<file path="src/rtl/imem_loader_pkg.sv">
// Shared types and constants for the boot-time instruction-memory loader.
package imem_loader_pkg;

    localparam int LEN_BYTES  = 2;
    localparam int WORD_BYTES = 4;

    typedef enum logic [2:0] {
        IDLE  = 3'd0,
        LEN0  = 3'd1,
        LEN1  = 3'd2,
        DATA  = 3'd3,
        WRITE = 3'd4,
        DONE  = 3'd5,
        ERROR = 3'd6
    } state_t;

    typedef struct packed {
        logic byte_ready;
        logic busy;
        logic done;
        logic error;
        logic core_reset;
    } flags_t;

    // Status flags that hold for the whole time the FSM sits in a state.
    function automatic flags_t flags_of(input state_t s);
        flags_t f;
        f = '{byte_ready: 1'b0, busy: 1'b0, done: 1'b0, error: 1'b0, core_reset: 1'b1};
        case (s)
            LEN0, LEN1, DATA: begin
                f.byte_ready = 1'b1;
                f.busy       = 1'b1;
            end
            WRITE: f.busy = 1'b1;
            DONE: begin
                f.done       = 1'b1;
                f.core_reset = 1'b0;
            end
            ERROR:   f.error = 1'b1;
            default: f = f;
        endcase
        return f;
    endfunction

endpackage

</file>
<file path="src/rtl/imem_loader_if.sv">
// Byte-stream input and instruction-memory write port of the loader.
// A byte transfers on a rising edge where byte_valid and byte_ready are both 1;
// byte_ready comes from registered state only, and the producer holds byte_in
// stable while byte_valid=1 until that edge.
interface imem_loader_if;
    logic [7:0]  byte_in;
    logic        byte_valid;
    logic        byte_ready;
    logic        wr_en;
    logic [63:0] wr_addr;
    logic [31:0] wr_data;

    modport master (
        output byte_in, byte_valid,
        input  byte_ready, wr_en, wr_addr, wr_data
    );

    modport slave (
        input  byte_in, byte_valid,
        output byte_ready, wr_en, wr_addr, wr_data
    );
endinterface

</file>
<file path="src/rtl/imem_byte_packer.sv">
// Four-lane little-endian word assembler; the lane counter picks the byte slot.
module imem_byte_packer
    import imem_loader_pkg::*;
(
    input  logic        clk,
    input  logic        reset,
    input  logic        clear,
    input  logic        shift_en,
    input  logic [7:0]  byte_in,
    output logic [31:0] word_out,
    output logic        full
);
    logic [1:0] lane;

    always_ff @(posedge clk) begin
        if (reset || clear) begin
            lane     <= 2'd0;
            word_out <= 32'h0;
            full     <= 1'b0;
        end else if (shift_en) begin
            word_out[{lane, 3'b000} +: 8] <= byte_in;
            lane                          <= lane + 2'd1;
            full                          <= (lane == 2'(WORD_BYTES - 1));
        end
    end

endmodule

</file>
<file path="src/rtl/imem_loader.sv">
// Boot loader: parses a length-prefixed byte stream, writes packed words into
// instruction memory and keeps the core in reset until the image is complete.
module imem_loader
    import imem_loader_pkg::*;
#(
    parameter int ADDR_W = 8
) (
    input  logic         clk,
    input  logic         reset,
    input  logic         start,
    imem_loader_if.slave bus,
    output logic         core_reset,
    output logic         busy,
    output logic         done,
    output logic         error,
    output state_t       fsm_state
);
    localparam int HDR_BITS = 8 * LEN_BYTES;
    // Limit is one wider than the header so a full-capacity image is legal.
    localparam logic [HDR_BITS:0] MAX_WORDS = {{HDR_BITS{1'b0}}, 1'b1} << ADDR_W;

    state_t              state;
    flags_t              flags;
    logic [7:0]          len_lo;
    logic [HDR_BITS-1:0] len;
    logic [ADDR_W-1:0]   word_idx;
    logic [1:0]          byte_cnt;
    logic                wr_en;
    logic [63:0]         wr_addr;
    logic [31:0]         wr_data;

    logic                accept;
    logic [HDR_BITS-1:0] len_new;
    logic                len_bad;
    logic                last_word;
    logic                pack_clear;
    logic                pack_shift;
    logic [31:0]         pack_word;
    logic                pack_full;

    assign accept    = bus.byte_valid && flags.byte_ready;
    assign len_new   = {bus.byte_in, len_lo};
    assign len_bad   = (len_new == '0) || ({1'b0, len_new} > MAX_WORDS);
    assign last_word = ({{(HDR_BITS + 1 - ADDR_W){1'b0}}, word_idx}
                        == ({1'b0, len} - {{HDR_BITS{1'b0}}, 1'b1}));

    // Each word starts from an empty assembly register.
    assign pack_clear = ((state == LEN1) && accept) || ((state == WRITE) && pack_full);
    assign pack_shift = (state == DATA) && accept;

    imem_byte_packer u_packer (
        .clk      (clk),
        .reset    (reset),
        .clear    (pack_clear),
        .shift_en (pack_shift),
        .byte_in  (bus.byte_in),
        .word_out (pack_word),
        .full     (pack_full)
    );

    always_ff @(posedge clk) begin
        if (reset) begin
            state    <= IDLE;
            flags    <= flags_of(IDLE);
            len_lo   <= 8'h0;
            len      <= '0;
            word_idx <= '0;
            byte_cnt <= 2'd0;
            wr_en    <= 1'b0;
            wr_addr  <= 64'h0;
            wr_data  <= 32'h0;
        end else begin
            wr_en <= 1'b0;
            case (state)
                IDLE, DONE, ERROR: begin
                    if (start) begin
                        state <= LEN0;
                        flags <= flags_of(LEN0);
                    end
                end
                LEN0: begin
                    if (accept) begin
                        len_lo <= bus.byte_in;
                        state  <= LEN1;
                        flags  <= flags_of(LEN1);
                    end
                end
                LEN1: begin
                    if (accept) begin
                        len <= len_new;
                        if (len_bad) begin
                            state <= ERROR;
                            flags <= flags_of(ERROR);
                        end else begin
                            word_idx <= '0;
                            byte_cnt <= 2'd0;
                            state    <= DATA;
                            flags    <= flags_of(DATA);
                        end
                    end
                end
                DATA: begin
                    if (accept) begin
                        byte_cnt <= byte_cnt + 2'd1;
                        if (byte_cnt == 2'(WORD_BYTES - 1)) begin
                            // Top lane comes straight from the stream; the packer
                            // only sees it on this same edge.
                            wr_en   <= 1'b1;
                            wr_addr <= {{(62 - ADDR_W){1'b0}}, word_idx, 2'b00};
                            wr_data <= (pack_word & 32'h00FF_FFFF) | {bus.byte_in, 24'h000000};
                            state   <= WRITE;
                            flags   <= flags_of(WRITE);
                        end
                    end
                end
                WRITE: begin
                    if (last_word) begin
                        state <= DONE;
                        flags <= flags_of(DONE);
                    end else begin
                        word_idx <= word_idx + 1'b1;
                        state    <= DATA;
                        flags    <= flags_of(DATA);
                    end
                end
                default: begin
                    state <= IDLE;
                    flags <= flags_of(IDLE);
                end
            endcase
        end
    end

    assign bus.byte_ready = flags.byte_ready;
    assign bus.wr_en      = wr_en;
    assign bus.wr_addr    = wr_addr;
    assign bus.wr_data    = wr_data;
    assign core_reset     = flags.core_reset;
    assign busy           = flags.busy;
    assign done           = flags.done;
    assign error          = flags.error;
    assign fsm_state      = state;

endmodule
</file>
<file path="src/flat_wrapper.sv">
// flat-port wrapper written by rule: the top's interface ports become plain ports
module imem_loader_flat import imem_loader_pkg::*;
#(
    parameter int ADDR_W = 8
)
  (clk, reset, start, core_reset, busy, done, error, fsm_state, bus_byte_in, bus_byte_valid, bus_byte_ready, bus_wr_en, bus_wr_addr, bus_wr_data);
  imem_loader_if bus_i ();
  input  logic clk;
  input  logic reset;
  input  logic start;
  output logic core_reset;
  output logic busy;
  output logic done;
  output logic error;
  output state_t fsm_state;
  input wire logic [$bits(bus_i.byte_in)-1:0] bus_byte_in;
  input wire logic [$bits(bus_i.byte_valid)-1:0] bus_byte_valid;
  output wire logic [$bits(bus_i.byte_ready)-1:0] bus_byte_ready;
  output wire logic [$bits(bus_i.wr_en)-1:0] bus_wr_en;
  output wire logic [$bits(bus_i.wr_addr)-1:0] bus_wr_addr;
  output wire logic [$bits(bus_i.wr_data)-1:0] bus_wr_data;
  assign bus_i.byte_in = bus_byte_in;
  assign bus_i.byte_valid = bus_byte_valid;
  assign bus_byte_ready = bus_i.byte_ready;
  assign bus_wr_en = bus_i.wr_en;
  assign bus_wr_addr = bus_i.wr_addr;
  assign bus_wr_data = bus_i.wr_data;
  imem_loader #(.ADDR_W(ADDR_W)) u_core (.clk(clk), .reset(reset), .start(start), .bus(bus_i), .core_reset(core_reset), .busy(busy), .done(done), .error(error), .fsm_state(fsm_state));
endmodule
</file>
<file path="config.mk">
export PLATFORM = sky130hd
export DESIGN_NAME = imem_loader_flat
export DESIGN_NICKNAME = d
export VERILOG_FILES = /design/src/rtl/imem_loader_pkg.sv /design/src/rtl/imem_loader_if.sv /design/src/rtl/imem_byte_packer.sv /design/src/rtl/imem_loader.sv /design/src/flat_wrapper.sv
export SDC_FILE = /design/constraint.sdc
export NUM_CORES = 1
export LEC_CHECK = 0
export ABC_CLOCK_PERIOD_IN_PS = 6300
export CAP_MARGIN = 25
export CORE_MARGIN = 2
export CORE_UTILIZATION = 50
export CTS_CLUSTER_DIAMETER = 80
export DETAILED_ROUTE_END_ITERATION = 16
export PLACE_DENSITY = 0.83
export SLEW_MARGIN = 15
export SYNTH_ARGS = -nofsm -noshare
export SYNTH_HDL_FRONTEND = slang
export SYNTH_SLANG_ARGS = --single-unit
</file>
<file path="constraint.sdc">
create_clock -name clk -period 6.3 [get_ports clk]
set_input_delay 0.63 -clock clk [delete_from_list [all_inputs] [get_ports clk]]
set_output_delay 0.63 -clock clk [all_outputs]
set_load 0.05 [all_outputs]
</file>
* Word-level counts from Yosys, hierarchy flattened
Index checks and enable logic that the tools add are counted.
W data, S select, Z words.
** Cells by class
- Bitwise gates (word level) :: 3
- Shift operators :: 2
- $add $sub $neg :: 5
- Reduce and logical (&&, ||, !) cells :: 19
- Multipliers :: 0
- Mux-type cells :: 26
- Magnitude comparators :: 1
- Divide/modulo/power cells :: 0
- Equality and inequality tests :: 16
** Operator list (number)
- $mux W5 :: 7
- $bwmux W32 :: 1
- $or A24 B32 Y32 :: 1
- $shift A8 B7 Y32 const A :: 1
- $shiftx A8 B7 Y32 :: 1
- $pmux W5 S5 :: 1
- $mux W8 :: 3
- $mux W3 :: 7
- $eq A8 B17 Y1 :: 1
- $sub A16 B1 Y17 const B :: 1
- $gt A16 B9 Y1 const B :: 1
- $logic_not A16 Y1 :: 1
- $pmux W8 S2 :: 1
- $pmux W3 S5 :: 1
- $eq A3 B3 Y1 const B :: 3
- $add A8 B1 Y8 const B :: 1
- $ne A2 B2 Y1 const B :: 4
- $reduce_and A4 Y1 :: 2
- $neg A5 Y7 :: 1
- $eq A3 B2 Y1 const B :: 2
- $mux W2 :: 3
- $ne A2 B1 Y1 const B :: 3
- $reduce_or A3 Y1 :: 2
- $reduce_and A5 Y1 :: 1
- other kinds (12) :: 22
** Word-level totals
- Word-level logic and storage cells :: 88
- Memories kept :: 0
- Bits in writable memories :: 0
- Output and inout bits :: 105
- Bits in read-only memories :: 0
- Bits of input ports :: 12
- Flip-flop bits (word level) :: 118
- Latch bits :: 0

* Logic depth before layout (Yosys ltp)
- Depth after elaboration :: 5
- Mapped depth :: 10
- Depth with buffers taken out :: 9

* By module
From an unflattened synthesis, not the netlist that was laid out.
** Second synthesis, totals
- Cells, all modules :: 651
- Area, all modules :: 5486.5 sq um
** By module, submodules not included
- imem_loader :: times used 1, area each 4056.4 sq um, cells an instance 493
- imem_byte_packer :: times used 1, area each 1430.1 sq um, cells an instance 158

* Worst setup path after synthesis
No wires, ideal clock.
- Path type :: register -> register
- Start point :: register u_core.len[0]
- End point :: register u_core.flags, in the netlist u_core.busy
- Path slack :: 3.491 ns
- Buffers on the path :: 0
- Setup time :: 0.114 ns
- Cell stages (with the launch flop) :: 10
- Arrival :: 2.695 ns
- Cells stage by stage :: dfxtp_1 -> inv_1 -> ha_1 -> or3b_2 -> nor4_1 -> mux2i_1 -> or4_4 -> or4_4 -> and2_1 -> a21o_1
** On the way
- Longest elaborated chain between the ends :: 4
** Ends and longest elaborated chain
- start, declared :: line imem_loader.sv:25 : logic [HDR_BITS-1:0] len;
- start signal, assigned :: line imem_loader.sv:90 : len <= len_new;
- $sub A16 B1 Y17 :: line imem_loader.sv:45 : == ({1'b0, len} - {{HDR_BITS{1'b0}}, 1'b1}));
- $eq A8 B17 Y1 :: line imem_loader.sv:45
- $mux W5 :: line imem_loader.sv:117 : if (last_word) begin
- $pmux W5 S5 :: line imem_loader.sv:74 : case (state)
- end signal, assigned :: line imem_loader.sv:78 : flags <= flags_of(LEN0);
- end signal, assigned :: line imem_loader.sv:119 : flags <= flags_of(DONE);
- end signal, assigned :: line imem_loader.sv:123 : flags <= flags_of(DATA);
- end, declared :: line imem_loader.sv:23 : flags_t flags;
No other way between the ends.
A chain may end at the register's enable or synchronous reset.

* Worst setup path in the final report
- Start point :: register u_core.len[0]
- End point :: register u_core.word_idx[4]
** On the way
- Longest elaborated chain between the ends :: 4
** Ends and longest elaborated chain
- $sub A16 B1 Y17 :: line imem_loader.sv:45
- $eq A8 B17 Y1 :: line imem_loader.sv:45
- $ne A2 B2 Y1 (no line)
- $reduce_and A4 Y1 (no line)
- end signal, assigned :: line imem_loader.sv:121 : word_idx <= word_idx + 1'b1;
- end, declared :: line imem_loader.sv:26 : logic [ADDR_W-1:0] word_idx;
No other way between the ends.

==> metrics <==
CTS Root Cell clkbuf_8; period utilization between 50% and 60%; post-synth top area cell dfxtp_1; storage element area approximately 2200 um^2; R2R Setup Slk 2.91 ns; Vias around 4,300; Die Span X around 100 um; Final GP Congestion ~0.89; fraction of registers with async set/reset 0%; layout cell share with drive strength beyond 1 4.11%; post-route setup TNS 0 ns; DRT Pass-1 Iters 5; Critical Path RT roughly 6.6 ns; CTS tree done; post-synthesis adder-cell area fraction under 10%; clock latency at the later pin of the worst-skew pair ~0.38 ns; Worst Skew 0.0144 ns; DP HPWL slightly below 8000 um; most frequent cells after synthesis nand2_1, dfxtp_1, a21oi_1; Diodes inserted 0; DR WL/cell 13.4 um; GRT overflow 0; CTS Hold Bufs 0; drt total wl ~11,000 um; fin crit period approximately 3.4 ns; Flop pwr share between 50% and 60%; count leader, synth nand2_1; CP cell instances inv_1 -> ha_1 -> or3b_2 -> nor4_1 -> mux2i_1 -> or4_4 -> o31ai_2 -> o21ai_0 -> a21oi_1; Critical Path Max Stage Delay about 0.86 ns; DR vias/cell between 5 and 6; Worst Max-Slew Pin Slew a little under 1 ns; pwr/cell area approximately 250 nW/um^2; CP bufs+invs 1; H-tree depth 3; Initial Utilization between 50% and 60%; first-pass GRT wire length around 18,000 um; Total GRT Usage a little under 20%; VDD IR max about 0.12 mV; Site Rows 36; multi-input logic area approximately 2500 um^2; hold slack 0.459 ns; die height approximately 100 um; Num CTS Buffers 9; layout filler cell count ~910; largest family of logic cells by synthesized area simple AND/OR/NAND/NOR gates; outcome finished, final reports clean; P_leak 2.06 nW; Internal ~0.94 mW; Yosys warning total 0; port bufs 60; Slowest cell on crit path o31ai_2; Synth Area in Compound Gates between 10% and 20%; Synth Area in XOR/XNOR under 10%; RSZ-0062 raised after global routing false; Cell Area, Synth about 5000 um^2; Ports between 100 and 150; endpoint class of the critical path register; Clock Path Buffers 2; mux cell area share after synthesis ~2.8%; mean post-synth cell area 7.98 um^2; fmax 295 MHz; Layout Nets between 600 and 700; hold crit path type reg2reg; number of global-route vias before repair between 3,000 and 4,000; Post-CTS Setup Repair Bufs 0; core area 9820 um^2; Max Slew Vio Count 0; kind of cell adding the most delay to the critical path simple AND/OR/NAND/NOR gates; post-synthesis sequential area ratio a little over two fifths; Worst-path clk slew 0.11 ns; final setup fails 0; Final Hold Vio Count 0; register bit total from synthesis 110; sw power 0.488 mW; synth top area cells dfxtp_1, nand2_1, a21oi_1, buf_4, mux2i_1; Post-synth top flop dfxtp_1; Max Cap Viol 0; # DRC 0; logic gate share of total power slightly above 20%; Critical Path AT around 3.7 ns; largest net degree at the start of global routing around 80; Synth cell types 46; EDFF count, synth 0; CTS sink cnt 110; simple-gate share of the synthesized area between 20% and 30%; synth-to-layout area growth 12.8%; Synth top area share a little over two fifths; fraction of power consumed by the clock network 28.0%; Synth Instances ~630; kind of critical path reg2reg; DRT iter0 DRCs between 150 and 200; cts repair resizes 0; Max-Slew Margin vs Limit roughly a third; CP max FO 15; initial antenna violation count 0; Net Sw Frac about 34%; Antenna Nets Post-Route 0; Die Area between 10,000 and 15,000 um^2; Startpoint Class register
tightest hold or removal path, stage by stage, from the launching register on:
cell     delay (ns)
dfxtp_1        0.32
nand2_1        0.06
a21oi_1        0.05
final timing paths:
check	startpoint	endpoint	cells after the start
worst min register to register	u_core.u_packer.word_out[22]$_SDFFE_PP0P_	u_core.bus.wr_data[22]$_SDFFE_PP0P_	2
worst max register to register	u_core.len[0]$_SDFFE_PP0P_	u_core.word_idx[4]$_SDFFE_PP0P_	9
worst min-delay path	u_core.u_packer.word_out[22]$_SDFFE_PP0P_	u_core.bus.wr_data[22]$_SDFFE_PP0P_	2
worst max-delay path	u_core.len[0]$_SDFFE_PP0P_	u_core.word_idx[4]$_SDFFE_PP0P_	9
sequential cells by signal, summed over array words and instances, names as in the netlist:
name                      cells
u_core.core_reset             1
u_core.done                   1
u_core.error                  1
u_core.u_packer.word_out     24
u_core.bus.wr_data           32
u_core.bus.wr_addr            8
u_core.byte_cnt               2
u_core.bus.byte_ready         1
u_core.fsm_state              3
u_core.bus.wr_en              1
u_core.u_packer.lane          2
u_core.word_idx               8
u_core.len                   16
u_core.len_lo                 8
u_core.u_packer.full          1
u_core.busy                   1
stage by stage:
stage | std cells | power [mW] | setup WS (ns) | instance area [um^2] | util (%)
final | 815 | 1.43 | 2.91 | 5710 | 58.1
after floorplan | 689 | 1.00 | 3.49 | 5270 | -
after global placement | 799 | 1.03 | 3.16 | 5520 | 56.2
after CTS | 815 | 1.44 | 2.93 | 5710 | 58.1
after global routing | 815 | 1.49 | 2.61 | 5710 | 58.1
after detailed placement | 799 | 1.04 | 2.94 | 5520 | 56.2
kinds of logic after synthesis:
logic type               count (synthesis)
AO/OA/AOI/OAI                          124
XOR/XNOR                                12
adder cells (fa/ha/maj)                  8
buffers and inverters                   98
flip-flops                             110
multiplexers                            14
other                                    1
AND/OR/NAND/NOR                        267
area by class of cell:
class / count / area share [%]
multi-input combinational: 481 / 43.5
sequential: 110 / 38.6
timing repair buffer: 65 / 11.1
tap: 133 / 2.92
clock buffer: 10 / 2.24
clock inverter: 6 / 0.987
inverter: 10 / 0.658
power by group through the flow:
stage,Clock (mW),Sequential (mW),Combinational (mW)
finish,0.400,0.739,0.290
detailed placement,0,0.754,0.287
CTS,0.409,0.738,0.287
global placement,0,0.754,0.280
global route,0.439,0.742,0.308
floorplan,0,0.788,0.216
cell usage in the layout, fill, tap and decap left out, types with 7 or more instances in the layout:
cell and n:
a21oi_1 93, and2_1 8, clkbuf_8 9, clkdlybuf4s50_1 59
conb_1 56, dfxtp_1 110, ha_1 8, inv_1 10
mux2i_1 14, nand2_1 155, nand2b_1 7, nand3_1 28
nor2_1 25, nor3_1 7, or3_1 7, or4_1 9
xnor2_1 8
routing by layer:
layer,share of wire [%],vias up,GRT usage (%),wire length (um)
li1,-,2119,-,-
met1,42,2020,22.8,4610
met2,51,142,34.9,5570
met3,5.2,17,4.62,571
met4,1.8,0,6.95,197
met5,0,-,0,0
Power figures use the tool's default switching activity.
